--- config.mk ---
export PLATFORM = sky130hd
export DESIGN_NAME = clock_gate_arbiter
export DESIGN_NICKNAME = d
export VERILOG_FILES = /design/src/rtl/clock_gate_arbiter_pkg.sv /design/src/rtl/clock_gate_arbiter_enabler.sv /design/src/rtl/clock_gate_arbiter_rr_pick.sv /design/src/rtl/clock_gate_arbiter.sv
export SDC_FILE = /design/constraint.sdc
export NUM_CORES = 1
export LEC_CHECK = 0
export BUFFER_PORTS_ARGS = -buffer_cell sky130_fd_sc_hd__buf_2
export CELL_PAD_IN_SITES_DETAIL_PLACEMENT = 0
export CELL_PAD_IN_SITES_GLOBAL_PLACEMENT = 1
export CORE_ASPECT_RATIO = 1.25
export CORE_MARGIN = 2
export CORE_UTILIZATION = 43
export DETAILED_ROUTE_END_ITERATION = 6
export PLACE_DENSITY = 0.77
export SYNTH_ARGS = -nofsm -noshare
export SYNTH_HDL_FRONTEND = slang
export SYNTH_SLANG_ARGS = --single-unit
--- constraint.sdc ---
create_clock -name clk -period 3 [get_ports clk]
set_clock_uncertainty 0.15 [all_clocks]
set_input_delay 0.6 -clock clk [delete_from_list [all_inputs] [get_ports clk]]
set_output_delay 0.6 -clock clk [all_outputs]
set_load 0.01 [all_outputs]
--- src/rtl/clock_gate_arbiter_pkg.sv ---
// Shared state encodings and parameter defaults for the clock-gate arbiter.
`ifndef CLOCK_GATE_ARBITER_PKG_SV
`define CLOCK_GATE_ARBITER_PKG_SV
package clock_gate_arbiter_pkg;

    typedef enum logic [1:0] {
        ST_IDLE  = 2'b00,
        ST_GRANT = 2'b01,
        ST_GAP   = 2'b10
    } state_e;

    localparam int N_REQ_DEF = 4;
    localparam int BURST_DEF = 4;
    localparam int CNT_W_DEF = 3;

endpackage
`endif

--- src/rtl/clock_gate_arbiter_enabler.sv ---
// Clock gate cell: en must only change while clk is low for a clean eclk.
module enabler (
    input  logic clk,
    input  logic en,
    output logic eclk
);

    assign eclk = clk & en;

endmodule

--- src/rtl/clock_gate_arbiter_rr_pick.sv ---
// Round-robin pick: first set req bit searching upward from ptr, wrapping at N_REQ-1.
module rr_pick #(
    parameter int N_REQ = 4,
    parameter int IW    = 2
) (
    input  logic [N_REQ-1:0] req,
    input  logic [IW-1:0]    ptr,
    output logic [N_REQ-1:0] winner,
    output logic             valid
);

    logic [IW:0]   pos;
    logic [IW-1:0] sel;

    always_comb begin
        winner = '0;
        valid  = 1'b0;
        pos    = '0;
        sel    = '0;
        for (int k = 0; k < N_REQ; k++) begin
            pos = {1'b0, ptr} + (IW+1)'(k);
            if (pos >= (IW+1)'(N_REQ)) pos = pos - (IW+1)'(N_REQ);
            sel = pos[IW-1:0];
            if (!valid && req[sel]) begin
                winner[sel] = 1'b1;
                valid       = 1'b1;
            end
        end
    end

endmodule

--- src/rtl/clock_gate_arbiter.sv ---
// Round-robin arbiter issuing bounded bursts of gated clock pulses to N_REQ requesters.
module clock_gate_arbiter
    import clock_gate_arbiter_pkg::*;
#(
    parameter int N_REQ = N_REQ_DEF,
    parameter int BURST = BURST_DEF,
    parameter int CNT_W = CNT_W_DEF
) (
    input  logic             clk,
    input  logic             reset_L,
    input  logic [N_REQ-1:0] req,
    output logic [N_REQ-1:0] gnt,
    output logic [N_REQ-1:0] enb,
    output logic [N_REQ-1:0] eclk,
    output logic             busy,
    output logic [CNT_W-1:0] cnt
);

    localparam int IW = (N_REQ > 1) ? $clog2(N_REQ) : 1;
    localparam logic [CNT_W-1:0] CNT_LAST = CNT_W'(BURST - 1);

    state_e           state_q;
    logic [N_REQ-1:0] gnt_q;
    logic [N_REQ-1:0] enb_q;
    logic [CNT_W-1:0] cnt_q;
    logic [IW-1:0]    ptr_q;
    logic [IW-1:0]    idx_q;

    logic [N_REQ-1:0] winner;
    logic             win_vld;
    logic [IW-1:0]    win_idx;
    logic             held;
    logic [IW-1:0]    ptr_d;

    rr_pick #(.N_REQ(N_REQ), .IW(IW)) u_pick (
        .req    (req),
        .ptr    (ptr_q),
        .winner (winner),
        .valid  (win_vld)
    );

    always_comb begin
        win_idx = '0;
        for (int k = 0; k < N_REQ; k++)
            if (winner[k]) win_idx = IW'(k);
    end

    // Only the granted bit matters during GRANT; other requests wait for GAP.
    assign held  = |(req & gnt_q);
    assign ptr_d = (idx_q == IW'(N_REQ - 1)) ? '0 : idx_q + IW'(1);

    always_ff @(posedge clk or negedge reset_L) begin
        if (!reset_L) begin
            state_q <= ST_IDLE;
            gnt_q   <= '0;
            cnt_q   <= '0;
            ptr_q   <= '0;
            idx_q   <= '0;
        end else begin
            case (state_q)
                ST_IDLE, ST_GAP: begin
                    cnt_q <= '0;
                    if (win_vld) begin
                        state_q <= ST_GRANT;
                        gnt_q   <= winner;
                        idx_q   <= win_idx;
                    end else begin
                        state_q <= ST_IDLE;
                        gnt_q   <= '0;
                    end
                end
                ST_GRANT: begin
                    if (!held || cnt_q == CNT_LAST) begin
                        state_q <= ST_GAP;
                        gnt_q   <= '0;
                        cnt_q   <= '0;
                        ptr_q   <= ptr_d;
                    end else begin
                        cnt_q <= cnt_q + CNT_W'(1);
                    end
                end
                default: begin
                    state_q <= ST_IDLE;
                    gnt_q   <= '0;
                    cnt_q   <= '0;
                end
            endcase
        end
    end

    // Enables move on the falling edge so the AND gate never sees a change while clk is high.
    always_ff @(negedge clk or negedge reset_L) begin
        if (!reset_L) enb_q <= '0;
        else          enb_q <= gnt_q;
    end

    for (genvar g = 0; g < N_REQ; g++) begin : g_gate
        enabler u_en (
            .clk  (clk),
            .en   (enb_q[g]),
            .eclk (eclk[g])
        );
    end

    assign gnt  = gnt_q;
    assign enb  = enb_q;
    assign busy = (state_q != ST_IDLE);
    assign cnt  = cnt_q;

endmodule

**Yosys cells after proc, flatten, opt, wreduce, memory -nomap -nowiden**

Cells that the tools add are included.

- Input bits: 6
- Register bits after elaboration: 17

- $add $sub $neg: 9
- Magnitude comparators: 12
- Eq/ne operators: 5
- Multiplexer cells: 40
- Bitwise gates (word level): 8
- Reductions and logical operators: 18

Operator list:

| cell | count |
|---|---|
| two-way mux 4 bit | 6 |
| two-way mux 2 bit | 8 |
| two-way mux 1 bit | 14 |
| less-than comparator 2 x 3 -> 1 bit (second input constant) | 4 |
| bitwise OR 4 bit | 3 |
| greater-or-equal comparator 3 bit (second input constant) | 3 |
| binary-select mux 1 bit (select 2 bit) | 4 |
| demux 1 bit (select 2 bit) | 4 |
| greater-or-equal comparator 2 x 1 -> 1 bit (second input constant) | 4 |
| case mux 4 bit (2 select lines) | 1 |
| subtractor 2 x 1 -> 2 bit (second input constant) | 4 |
| logical AND 1 bit | 7 |
| adder 2 x 2 -> 3 bit (second input constant) | 2 |
| two-way mux 3 bit | 2 |
| AND 1 bit | 4 |
| AND 4 bit | 1 |
| == test 2 bit (second input constant) | 2 |
| zero test 1 bit | 4 |
| case mux 2 bit (2 select lines) | 1 |
| AND reduction 2 bit | 2 |
| OR reduction 4 bit | 1 |
| adder 2 x 1 -> 3 bit (second input constant) | 1 |
| adder 3 x 1 -> 3 bit (second input constant) | 1 |
| == test 3 x 2 -> 1 bit (second input constant) | 1 |
| other kinds (8) | 8 |

**Longest topological paths before layout**

- Depth after elaboration: 17
- Gate-level depth with buffers: 9

**Modules after synthesis**

Synthesis repeated with hierarchy kept, for this count alone.

- Cells, all modules: 124
- Area total of the unflattened synthesis: 1276.2 µm²

Modules (own cells, without submodules):

| module | times used | cells each | area an instance (µm²) |
|---|---|---|---|
| clock_gate_arbiter | 1 | 58 | 743.2 |
| rr_pick | 1 | 62 | 508.0 |
| enabler | 4 | 1 | 6.3 |

==> impl_metrics.py <==
metrics = {
    "synth": {
        "syn_area_um2": 1240,
        "synthTopCellsByArea": "dfrtp_1 (26%), ha_1 (9.1%), dfrtn_1 (8.0%)",
        "ys_seq_elements": 17,
        "post-synth-top-area-cell": "dfrtp_1",
        "synth_edf_count": 0,
        "synth.distinct_cells": 39,
        "syn_inst": 117,
        "synth.avg_cell_area_um2": 10.6,
        "yosysSeqAreaShare_pct": 34.2,
        "synth.net_count": 132,
        "yosysWarnings": 0,
        "synth_flop_cell": "dfrtp_1",
        "synth_common_cells": "dfrtp_1 (13), ha_1 (9), nor2_1 (9), buf_4 (8), nand2_1 (7)",
        "yosysMostFrequentCell": "dfrtp_1",
        "netlist.area_leader.share_pct": 26.2,
        "async_flop_share_pct": 100,
    },
    "pwr": {
        "power_switching_uw": 603,
        "clockPowerShare_pct": 18.1,
        "ir_drop_mv": 0.415,
        "cellPowerDensity_nw_per_um2": 985,
        "internal_power_uw": 793,
        "combinationalPowerShare_pct": 55.8,
        "power.total_mw": 1.40,
        "p_leak_nw": 0.669,
        "pwr-share-seq_pct": 26.1,
        "netSwitchingFraction_pct": 43.2,
    },
    "timing": {
        "setup_viol": 12,
        "rsz0062_at_grt": "yes",
        "worst_pin_slew_ns": 0.497,
        "fin_ws_ns": -0.304,
        "drv_slew": 0,
        "hold_violations": 0,
        "relSlewSlack_pct": 66.6,
    },
    "drt": {
        "drc": 0,
        "drt_first_pass_iters": 4,
        "wirelength_mm": 2.56,
        "dr_total_vias": 980,
        "routed_via_density": 5.57,
        "wire_per_inst_um": 14.5,
        "drt-initial-drc-count": 22,
        "final_antenna_net_count": 0,
    },
    "layout": {
        "nets": 157,
        "area_delta_synth_final_pct": 14.0,
        "fillers": 231,
        "fin_cells": 176,
        "n_antenna_cell": 0,
        "post_route_cells_drive_above_1_share_pct": 34.5,
    },
    "clock_tree": {
        "cts_tree": "yes",
        "cts_setup_buffers": 0,
        "clk_pin_slew_ns": 0.09,
        "clk-insertion-delay-late_ns": 0.40,
        "cts_resized": 0,
    },
    "global_route": {
        "grtUsageTotal_pct": 17.5,
        "grt_max_degree": 18,
        "grt_pass1_vias": 961,
        "grt_pass1_wl_mm": 4.26,
        "overflow": 0,
        "antenna_found_initial": 0,
    },
    "die": {
        "fp.dieW_um": 52.1,
        "die-area_um2": 3340,
        "fp.dieH_um": 64.1,
        "coreArea_um2": 2710,
        "ioPinCount": 22,
        "fp-row-count": 21,
        "initial_core_util_pct": 46.0,
    },
    "placement": {
        "gp_congestion": 0.887,
        "place_hpwl_mm": 1.97,
        "dp.cells": 166,
        "port_buffers": 21,
    },
    "setup_path": {
        "startpoint": "enb[1]",
        "critPathRequiredTime_ns": 2.25,
        "r2r_start": "ptr_q[0]",
        "path_max_fanout": 2,
        "crit_path_end_kind": "output pin",
        "crit_path_start_kind": "flip-flop",
        "regToRegSetupSlack_ns": 0.53,
        "worstSetupPathType": "reg -> out",
        "cp.arrival_ns": 2.55,
    },
    "flow_run": {
        "cap_viol_max_count": 0,
    },
    "worst_hold_path": {
        "hold_class": "reg -> reg",
        "worstHoldStart": "cnt[0]",
    },
    "outcome": {
        "status": "complete, but fails checks",
        "violations": "negative setup slack",
    },
}
==> routing by layer <==
| metal | vias to the layer above | GRT usage [%] | wire length, um |
|---|---|---|---|
| met5 | - | 0 | 0 |
| met4 | 0 | 14.1 | 88 |
| met3 | 9 | 3.04 | 115 |
| met2 | 36 | 28.2 | 1330 |
| met1 | 465 | 19.6 | 1020 |
| li1 | 470 | - | - |
==> final timing paths <==
path / to / cells after the start
setup / recovery: eclk[1] / 2
hold / removal: cnt[0] / 1
setup reg to reg: idx_q[1] / 8
hold reg to reg: cnt[0] / 1
max in group asynchronous: enb[1] / 2
min in group asynchronous: idx_q[0] / 2
==> cell families (layout without fill, tap and decap cells) <==
family	Yosys count	count (layout)	share of synthesized area, %
flip-flops	17	17	34.2
AND/OR/NAND/NOR	44	44	20.0
buffers and inverters	14	39	7.24
AO/OA/AOI/OAI	26	26	20.2
adder cells (fa/ha/maj)	9	9	9.05
multiplexers	7	7	9.25
==> worst max-delay path: stages, from the launching register on <==
cell and delay (ns):
dfrtn_1 0.40, and2_1 0.12, buf_2 0.13
==> state kept, by name, summed over array words and instances, names as in the netlist <==
register	count
cnt	3
enb	4
gnt	4
idx_q	2
ptr_q	2
state_q	2
==> layout by cell type (no fill, tap or decap), drive strengths merged, types with 5 or more instances in the layout <==
cell | synthesis | routed
and2 | 5 | 5
dfrtp | 13 | 13
clkbuf | 1 | 8
ha | 9 | 9
and3 | 6 | 6
buf | 9 | 25
o21ai | 5 | 5
nor2 | 9 | 9
nand2 | 7 | 7
==> stage by stage <==
step                      util [%]  setup slack, ns  TNS (ns)  cell area, um2  hold slack, ns
after floorplan                  -            0.153         0            1240           0.154
after global placement        49.7            0.152         0            1350           0.293
after detailed placement      49.7            0.141         0            1350           0.300
after CTS                     52.4           -0.319     -1.93            1420           0.315
after global routing          52.4           -0.352     -2.17            1420           0.342
final                         52.4           -0.304     -1.91            1420           0.306
==> power by group through the flow <==
stage               logic (mW)  clock network [mW]  registers (mW)
CTS                      0.785               0.262           0.365
floorplan                0.579              0.0471           0.382
global route             0.861               0.276           0.376
detailed placement       0.779              0.0367           0.369
global placement         0.772              0.0367           0.366
finish                   0.779               0.252           0.364
==> timing repair <==
item	in CTS	in global routing
hold endpoints to repair	13	0
hold buffers	1	0
gates cloned	0	0
pin swaps	3	0
setup endpoints to repair	12	12
==> final cells by class <==
type | count | area, um2 | share of cell area [%]
Clock buffer | 12 | 76.3 | 5.38
Clock inverter | 1 | 5.00 | 0.353
Inverter | 4 | 15.0 | 1.06
Multi-Input combinational cell | 86 | 728 | 51.4
Sequential cell | 17 | 425 | 30.0
Tap cell | 34 | 42.5 | 3.00
Timing Repair Buffer | 22 | 125 | 8.83
Power figures use the tool's default switching activity.
